**src/rtl/arbitro_memoria.sv**
```systemverilog
// rtl/arbitro_memoria.sv - single memory port arbiter between CPU and I/O-DMA requesters
//
// Purpose:
//    Serializes CPU and I/O-DMA accesses onto one memory port. A grant in REPOSO
//    latches the winner's address, write data and direction; mem_en is then held
//    for LATENCIA cycles (ACCESO), read data is captured on the last of them, and
//    the winner receives a one-cycle listo pulse in FIN.
//
// Ports:
//    Reloj, Reiniciar          clock (rising edge), asynchronous active-low reset
//    cpu_req/we/dir/dato_w     CPU request, held until cpu_listo
//    cpu_bloqueo               CPU bus lock, keeps I/O out between CPU accesses
//    cpu_dato_r, cpu_listo     CPU read data (held) and completion pulse
//    io_req/we/dir/dato_w      I/O request, held until io_listo
//    io_dato_r, io_listo       I/O read data (held) and completion pulse
//    mem_en/we/dir/dato_w      memory command, stable for the whole access
//    mem_dato_r                memory read data
//    ocupado                   high whenever the arbiter is not in REPOSO
//
// Build option:
//    ARBITRO_ROUND_ROBIN_EN    defined: simultaneous eligible requests alternate;
//                              undefined: fixed CPU > I/O priority.

module arbitro_memoria #(
   parameter int ANCHO_DIR  = 16,
   parameter int ANCHO_DATO = 16,
   parameter int LATENCIA   = 2
) (
   input  logic                  Reloj,
   input  logic                  Reiniciar,
   input  logic                  cpu_req,
   input  logic                  cpu_we,
   input  logic [ANCHO_DIR-1:0]  cpu_dir,
   input  logic [ANCHO_DATO-1:0] cpu_dato_w,
   input  logic                  cpu_bloqueo,
   output logic [ANCHO_DATO-1:0] cpu_dato_r,
   output logic                  cpu_listo,
   input  logic                  io_req,
   input  logic                  io_we,
   input  logic [ANCHO_DIR-1:0]  io_dir,
   input  logic [ANCHO_DATO-1:0] io_dato_w,
   output logic [ANCHO_DATO-1:0] io_dato_r,
   output logic                  io_listo,
   output logic                  mem_en,
   output logic                  mem_we,
   output logic [ANCHO_DIR-1:0]  mem_dir,
   output logic [ANCHO_DATO-1:0] mem_dato_w,
   input  logic [ANCHO_DATO-1:0] mem_dato_r,
   output logic                  ocupado
);

   typedef enum logic [1:0] {
      REPOSO = 2'd0,
      ACCESO = 2'd1,
      FIN    = 2'd2
   } estado_t;

   localparam logic       GANA_CPU     = 1'b0;
   localparam logic       GANA_IO      = 1'b1;
   localparam logic [3:0] CONTADOR_INI = 4'(LATENCIA - 1);

   estado_t               estado_q, estado_d;
   logic [3:0]            contador_q, contador_d;
   logic                  ganador_q, ganador_d;
   logic                  bloqueo_q, bloqueo_d;
   logic                  we_q, we_d;
   logic [ANCHO_DIR-1:0]  dir_q, dir_d;
   logic [ANCHO_DATO-1:0] dato_w_q, dato_w_d;
   logic [ANCHO_DATO-1:0] cpu_dato_r_q, cpu_dato_r_d;
   logic [ANCHO_DATO-1:0] io_dato_r_q, io_dato_r_d;

   logic                  io_elegible;
   logic                  hay_peticion;
   logic                  gana;

   // bloqueo_q is armed by every CPU grant; the lock only bites while the CPU
   // keeps cpu_bloqueo high, and the first REPOSO sample of cpu_bloqueo=0 disarms it.
   always_comb begin : arbitraje
      io_elegible  = io_req & ~(bloqueo_q & cpu_bloqueo);
      hay_peticion = cpu_req | io_elegible;
`ifdef ARBITRO_ROUND_ROBIN_EN
      if (cpu_req && io_elegible) begin
         gana = ~ganador_q;
      end else begin
         gana = io_elegible ? GANA_IO : GANA_CPU;
      end
`else
      gana = cpu_req ? GANA_CPU : GANA_IO;
`endif
   end

   always_comb begin : siguiente
      estado_d     = estado_q;
      contador_d   = contador_q;
      ganador_d    = ganador_q;
      bloqueo_d    = bloqueo_q;
      we_d         = we_q;
      dir_d        = dir_q;
      dato_w_d     = dato_w_q;
      cpu_dato_r_d = cpu_dato_r_q;
      io_dato_r_d  = io_dato_r_q;
      mem_en       = 1'b0;
      mem_we       = 1'b0;
      cpu_listo    = 1'b0;
      io_listo     = 1'b0;

      case (estado_q)
         REPOSO: begin
            if (hay_peticion) begin
               estado_d   = ACCESO;
               contador_d = CONTADOR_INI;
               ganador_d  = gana;
               bloqueo_d  = (gana == GANA_CPU);
               if (gana == GANA_CPU) begin
                  we_d     = cpu_we;
                  dir_d    = cpu_dir;
                  dato_w_d = cpu_dato_w;
               end else begin
                  we_d     = io_we;
                  dir_d    = io_dir;
                  dato_w_d = io_dato_w;
               end
            end else if (!cpu_bloqueo) begin
               bloqueo_d = 1'b0;
            end
         end

         ACCESO: begin
            mem_en = 1'b1;
            mem_we = we_q;
            if (contador_q == 4'd0) begin
               estado_d = FIN;
               if (!we_q) begin
                  if (ganador_q == GANA_CPU) begin
                     cpu_dato_r_d = mem_dato_r;
                  end else begin
                     io_dato_r_d = mem_dato_r;
                  end
               end
            end else begin
               contador_d = contador_q - 4'd1;
            end
         end

         FIN: begin
            cpu_listo = (ganador_q == GANA_CPU);
            io_listo  = (ganador_q == GANA_IO);
            estado_d  = REPOSO;
         end

         default: begin
            estado_d = REPOSO;
         end
      endcase
   end

   always_ff @(posedge Reloj or negedge Reiniciar) begin
      if (!Reiniciar) begin
         estado_q     <= REPOSO;
         contador_q   <= 4'd0;
         ganador_q    <= GANA_CPU;
         bloqueo_q    <= 1'b0;
         we_q         <= 1'b0;
         dir_q        <= '0;
         dato_w_q     <= '0;
         cpu_dato_r_q <= '0;
         io_dato_r_q  <= '0;
      end else begin
         estado_q     <= estado_d;
         contador_q   <= contador_d;
         ganador_q    <= ganador_d;
         bloqueo_q    <= bloqueo_d;
         we_q         <= we_d;
         dir_q        <= dir_d;
         dato_w_q     <= dato_w_d;
         cpu_dato_r_q <= cpu_dato_r_d;
         io_dato_r_q  <= io_dato_r_d;
      end
   end

   assign mem_dir    = dir_q;
   assign mem_dato_w = dato_w_q;
   assign cpu_dato_r = cpu_dato_r_q;
   assign io_dato_r  = io_dato_r_q;
   assign ocupado    = (estado_q != REPOSO);

endmodule

```
**config.mk**
```make
export PLATFORM = sky130hd
export DESIGN_NAME = arbitro_memoria
export DESIGN_NICKNAME = d
export VERILOG_FILES = /design/src/rtl/arbitro_memoria.sv
export SDC_FILE = /design/constraint.sdc
export NUM_CORES = 1
export LEC_CHECK = 0
export ABC_AREA = 1
export ABC_CLOCK_PERIOD_IN_PS = 3280
export CORE_MARGIN = 1
export CORE_UTILIZATION = 44
export CTS_CLUSTER_DIAMETER = 50
export DETAILED_ROUTE_END_ITERATION = 8
export PLACE_DENSITY_LB_ADDON = 0.05
export SLEW_MARGIN = 10
export SYNTH_ARGS = -nofsm -noshare
export SYNTH_HDL_FRONTEND = slang
export SYNTH_SLANG_ARGS = --single-unit
```
**constraint.sdc**
```tcl
create_clock -name Reloj -period 3.28 [get_ports Reloj]
set_input_delay 0.328 -clock Reloj [delete_from_list [all_inputs] [get_ports Reloj]]
set_output_delay 0.328 -clock Reloj [all_outputs]
set_load 0.01 [all_outputs]
```
# ---- After elaboration in Yosys (flattened, before gate mapping)
# Cells that the tools add are included.
dict set report totals {
  ff_bits 73
  inputBits 87
  out_inout_bits 69
}
dict set report op_classes {
  n_addsub 1
  n_eq_ne 6
  n_mux 16
  bitwise 6
  reduce_logical 10
}
# op n
set op_table {}
lappend op_table {{16-bit two-way mux} 2}
lappend op_table {{1-bit two-way mux} 8}
lappend op_table {{4-bit two-way mux} 2}
lappend op_table {{4-bit case mux with 2 select lines} 1}
lappend op_table {{4-bit AND reduction} 2}
lappend op_table {{2-bit inequality test, second input constant} 3}
lappend op_table {{2-bit AND reduction} 3}
lappend op_table {{4-bit logical NOT} 1}
lappend op_table {{2-bit two-way mux} 2}
lappend op_table {{2-bit case mux with 2 select lines} 1}
lappend op_table {{2-bit nonzero test} 2}
lappend op_table {{4-bit by 1-bit subtractor with 4-bit output, second input constant} 1}
lappend op_table {{1-bit inverter} 3}
lappend op_table {{3-bit AND reduction} 1}
lappend op_table {{1-bit AND} 2}
lappend op_table {{2-bit by 1-bit equality test with 1-bit output, second input constant} 1}
lappend op_table {{2-bit equality test, second input constant} 1}
lappend op_table {{2-bit logical NOT} 1}
lappend op_table {{2-bit by 1-bit inequality test with 1-bit output, second input constant} 1}
lappend op_table {{1-bit bitwise OR} 1}

# ---- Depth between registers and ports, before layout
dict set report depth {
  depth_word 6
  mapped_depth 9
  ltp_nobuf 8
}

# ---- Worst setup path after synthesis
# No wires, ideal clock.
dict set report synth_path {
  kind {register to register}
  start {register contador_q[0]}
  end {register cpu_dato_r_q[0] (netlist: cpu_dato_r[0])}
  setup_ns 0.116
  t_arrival_ns 1.313
  slack_ns 1.850
  stages_incl_launch_ff 9
  period_less_slack_ns 1.430
  path_cell_list {dfrtp_1 -> inv_1 -> ha_1 -> nand3_2 -> nor2_4 -> nand2_2 -> buf_2 -> nand2_1 -> nand2_1}
}
dict set report synth_between {
  elab_chain_len 2
}
# element line_no
set synth_rtl {}
lappend synth_rtl {{start, declared} 63} ;# logic [3:0] contador_q, contador_d;
lappend synth_rtl {{start signal, assigned} 170} ;# contador_q <= contador_d;
lappend synth_rtl {{4-bit logical NOT} 131} ;# if (contador_q == 4'd0) begin
lappend synth_rtl {{4-bit AND reduction (no source line)} -}
lappend synth_rtl {{end signal, assigned} 176} ;# cpu_dato_r_q <= cpu_dato_r_d;
lappend synth_rtl {{end, declared} 69} ;# logic [ANCHO_DATO-1:0] cpu_dato_r_q, cpu_dato_r_d;
# No other way between the ends.
# A chain may end at the register's enable or synchronous reset.

# ---- Worst setup path after layout
dict set report layout_path {
  start {register ganador_q}
  end {output port io_listo}
}
dict set report layout_between {
  elab_chain_len 1
}
# element line_no
set layout_rtl {}
lappend layout_rtl {{start, declared} 64} ;# logic ganador_q, ganador_d;
lappend layout_rtl {{start signal, assigned} 171} ;# ganador_q <= ganador_d;
lappend layout_rtl {{1-bit two-way mux} 107} ;# case (estado_q)
lappend layout_rtl {{end, declared} 43} ;# output logic io_listo,
# No other way between the ends.

==> flow_metrics.tcl <==
set metrics [dict create \
    cellPowerDensity_nw_per_um2 879 \
    cts.htree.levels 3 \
    drt_iter0_drc 129 \
    rows 31 \
    hold_violations 0 \
    p_leak_nw 2.60 \
    fillCellCount 598 \
    ys.flop_type "dfrtp_1" \
    max_slew_margin_pct 41.2 \
    synth.cell_area_um2 3330 \
    clkSlewWorstSetupHoldPaths_ns 0.08 \
    setup.worst_path.end_class "primary output" \
    tns_ns 0 \
    period_share_pct 61.5 \
    p_comb_share_pct 47.8 \
    critical_path.max_stage_delay_ns 0.57 \
    crit_chain "inv_1 -> nor3_1 -> clkdlybuf4s50_1" \
    grt_pass1_wl_um 13200 \
    antenna_cells 0 \
    status "completed" \
    clkSinkCount 73 \
    cts-root-buf "clkbuf_8" \
    die_w_um 89.0 \
    p_sw_mw 1.65 \
    preCtsSetupSlack_ns 1.02 \
    async_reset_ff_share_pct 100 \
    die_area_um2 7920 \
    cp.arrival_ns 1.69 \
    layout_setup_ws_ns 1.26 \
    drive_gt1_share_pct 5.56 \
    yosysSeqAreaShare_pct 54.9 \
    cts_setup_buffers 0 \
    yosysMostFrequentCell "nand2_1" \
    ios 156 \
    cp.required_ns 2.95 \
    pwr-share-clk_pct 17.2 \
    post_cts_resize_count 0 \
    grt_max_degree 74 \
    drt-pass1-iter-count 4 \
    synth_top_area_share_pct 54.9 \
    yosys-top-cells-area "dfrtp_1, nand2_1, buf_2" \
    min_period_ns 2.02 \
    drt-wirelength-per-cell_um 12.2 \
    areaGrowthSynthToFinish_pct 54.7 \
    cap_violations 0 \
    final-max-slew-violation-count 0 \
    seqPwrFrac_pct 35.1 \
    initial_core_util_pct 45.6 \
    synth_top_cell_by_area "dfrtp_1" \
    cts_tree "done" \
    cts_buffer_depth 2 \
    synth_cell_type_count 20 \
    skew_ns 0.0131 \
    startpoint_type "register" \
    ctsHoldBuffers 0 \
    critical_path_class "register to primary output" \
    die_h_um 89.0 \
    crit_path_max_fanout 4 \
    grt-ovfl-total 0 \
    switching_share_pct 36.5 \
    rsz0062_at_grt "no" \
    synth_edf_count 0 \
    antenna_found_initial 0 \
    ys_seq_elements 73 \
    min_path_type "input port to async pin" \
    drt_wl_total_um 8430 \
    internal_power_mw 2.88 \
    io_buffers 155 \
    crit_slowest_cell "clkdlybuf4s50_1" \
    synth_cells 438 \
    yosysWarningCount 0 \
    ant_nets 0 \
    fin_nets 678 \
    grt_pass1_vias 2989 \
    tightest_slew_ns 0.881 \
    core_area_um2 7290 \
    avgSynthCellArea_um2 7.60 \
    synth_commonest_cells "nand2_1, dfrtp_1, buf_2, nor2_1, inv_1" \
    remaining_drc_errors 0 \
    syn-num-nets 527 \
    viasPerCell 4.54 \
    place_congestion 0.768 \
    hpwl_um 6090 \
    worstSkewPairLatency_ns 0.34 \
    gr-usage-all-layers_pct 22.0 \
    vias 3148 \
    worst_hold_slack_ns 0.104 \
    ir_drop_mv 0.302 \
    finalSetupViolCount 0 \
    max_clock_freq_ghz 0.496 \
    cts_inserted_buffers 9 \
]
==> flip-flops by register name, indices dropped and copies added, names as in the netlist, 2 cells and up <==
name / cells
cpu_dato_r: 16
io_dato_r: 16
mem_dato_w: 16
mem_dir: 16
contador_q: 4
estado_q: 2
==> metrics by stage <==
stage,std cells,instance area [um2],total power [mW],util [%]
3_3_place_gp,677,4920,3.71,67.5
3_5_place_dp,677,4920,3.78,67.5
4_1_cts,693,5150,4.57,70.6
6_report,693,5150,4.53,70.6
5_1_grt,693,5150,4.88,70.6
2_1_floorplan,438,3330,2.63,-
==> cell usage in the layout, fill, tap and decap left out <==
master           netlist  layout
a21boi_0               1       1
buf_4                  0       3
bufinv_16              0       2
clkbuf_8               0      10
clkdlybuf4s50_1        0     154
clkinv_4               0       1
clkinvlp_4             0       3
dfrtp_1               73      73
ha_1                   2       2
inv_1                  7       7
inv_2                  3       3
inv_4                  1       1
nand2_1              306     306
nand2_2                5       5
nand2_4                1       1
nand3_1                3       3
nand3_2                1       1
nor2_1                 8       8
nor2_4                 1       1
nor3_1                 2       2
nor3_4                 2       2
o21ai_0                4       4
xnor2_1                1       1
==> kinds of logic after synthesis <==
| family | synth area share, % |
|---|---|
| xor gates and xnor gates | 0.263 |
| adders and majority gates | 0.752 |
| buffers and inverters | 4.21 |
| AOI/OAI and AO/OA | 0.827 |
| DFF | 54.9 |
| and+or+nand+nor | 39.1 |
==> critical path, delay by kind of cell (launching register included) <==
kind,cells,cell delay [ns]
simple gates,1,0.18
flops,1,0.45
buf+inv,2,0.72
==> layout make-up <==
class | instances | area [um2] | share of cell area (%)
Clock buffer | 10 | 138 | 2.67
Clock inverter | 6 | 91.3 | 1.77
Inverter | 11 | 43.8 | 0.851
Multi-Input combinational cell | 337 | 1360 | 26.4
Sequential cell | 73 | 1830 | 35.5
Tap cell | 99 | 124 | 2.41
Timing Repair Buffer | 157 | 1560 | 30.4
==> power by group through the flow <==
stage	clock network (mW)	registers [mW]	logic, mW
2_1_floorplan	0	1.76	0.868
3_3_place_gp	0	1.58	2.13
3_5_place_dp	0	1.60	2.18
4_1_cts	0.794	1.59	2.19
5_1_grt	0.840	1.64	2.40
6_report	0.778	1.59	2.16
==> per-layer routing <==
metal | vias to the layer above | share of wire, % | GRT usage, %
met3 | 10 | 8.3 | 7.39
met1 | 1412 | 43 | 26.7
met4 | 0 | 1.2 | 7.65
met5 | - | 0 | 0
met2 | 114 | 48 | 36.9
li1 | 1612 | - | -
==> path summary, 6_finish.rpt <==
path,slack (ns),startpoint,depth (start not counted),end
max,1.26,ganador_q$_DFFE_PN0P_,3,io_listo
min,0.10,Reiniciar,1,cpu_dato_r[11]$_DFFE_PN0P_
max reg2reg,1.49,contador_q[0]$_DFFE_PN0P_,6,io_dato_r[5]$_DFFE_PN0P_
min reg2reg,0.48,mem_dir[11]$_DFFE_PN0P_,2,mem_dir[11]$_DFFE_PN0P_
max in group asynchronous,2.60,Reiniciar,1,mem_dir[14]$_DFFE_PN0P_
min in group Reloj,0.48,mem_dir[11]$_DFFE_PN0P_,2,mem_dir[11]$_DFFE_PN0P_
(Power assumes the default switching activity.)
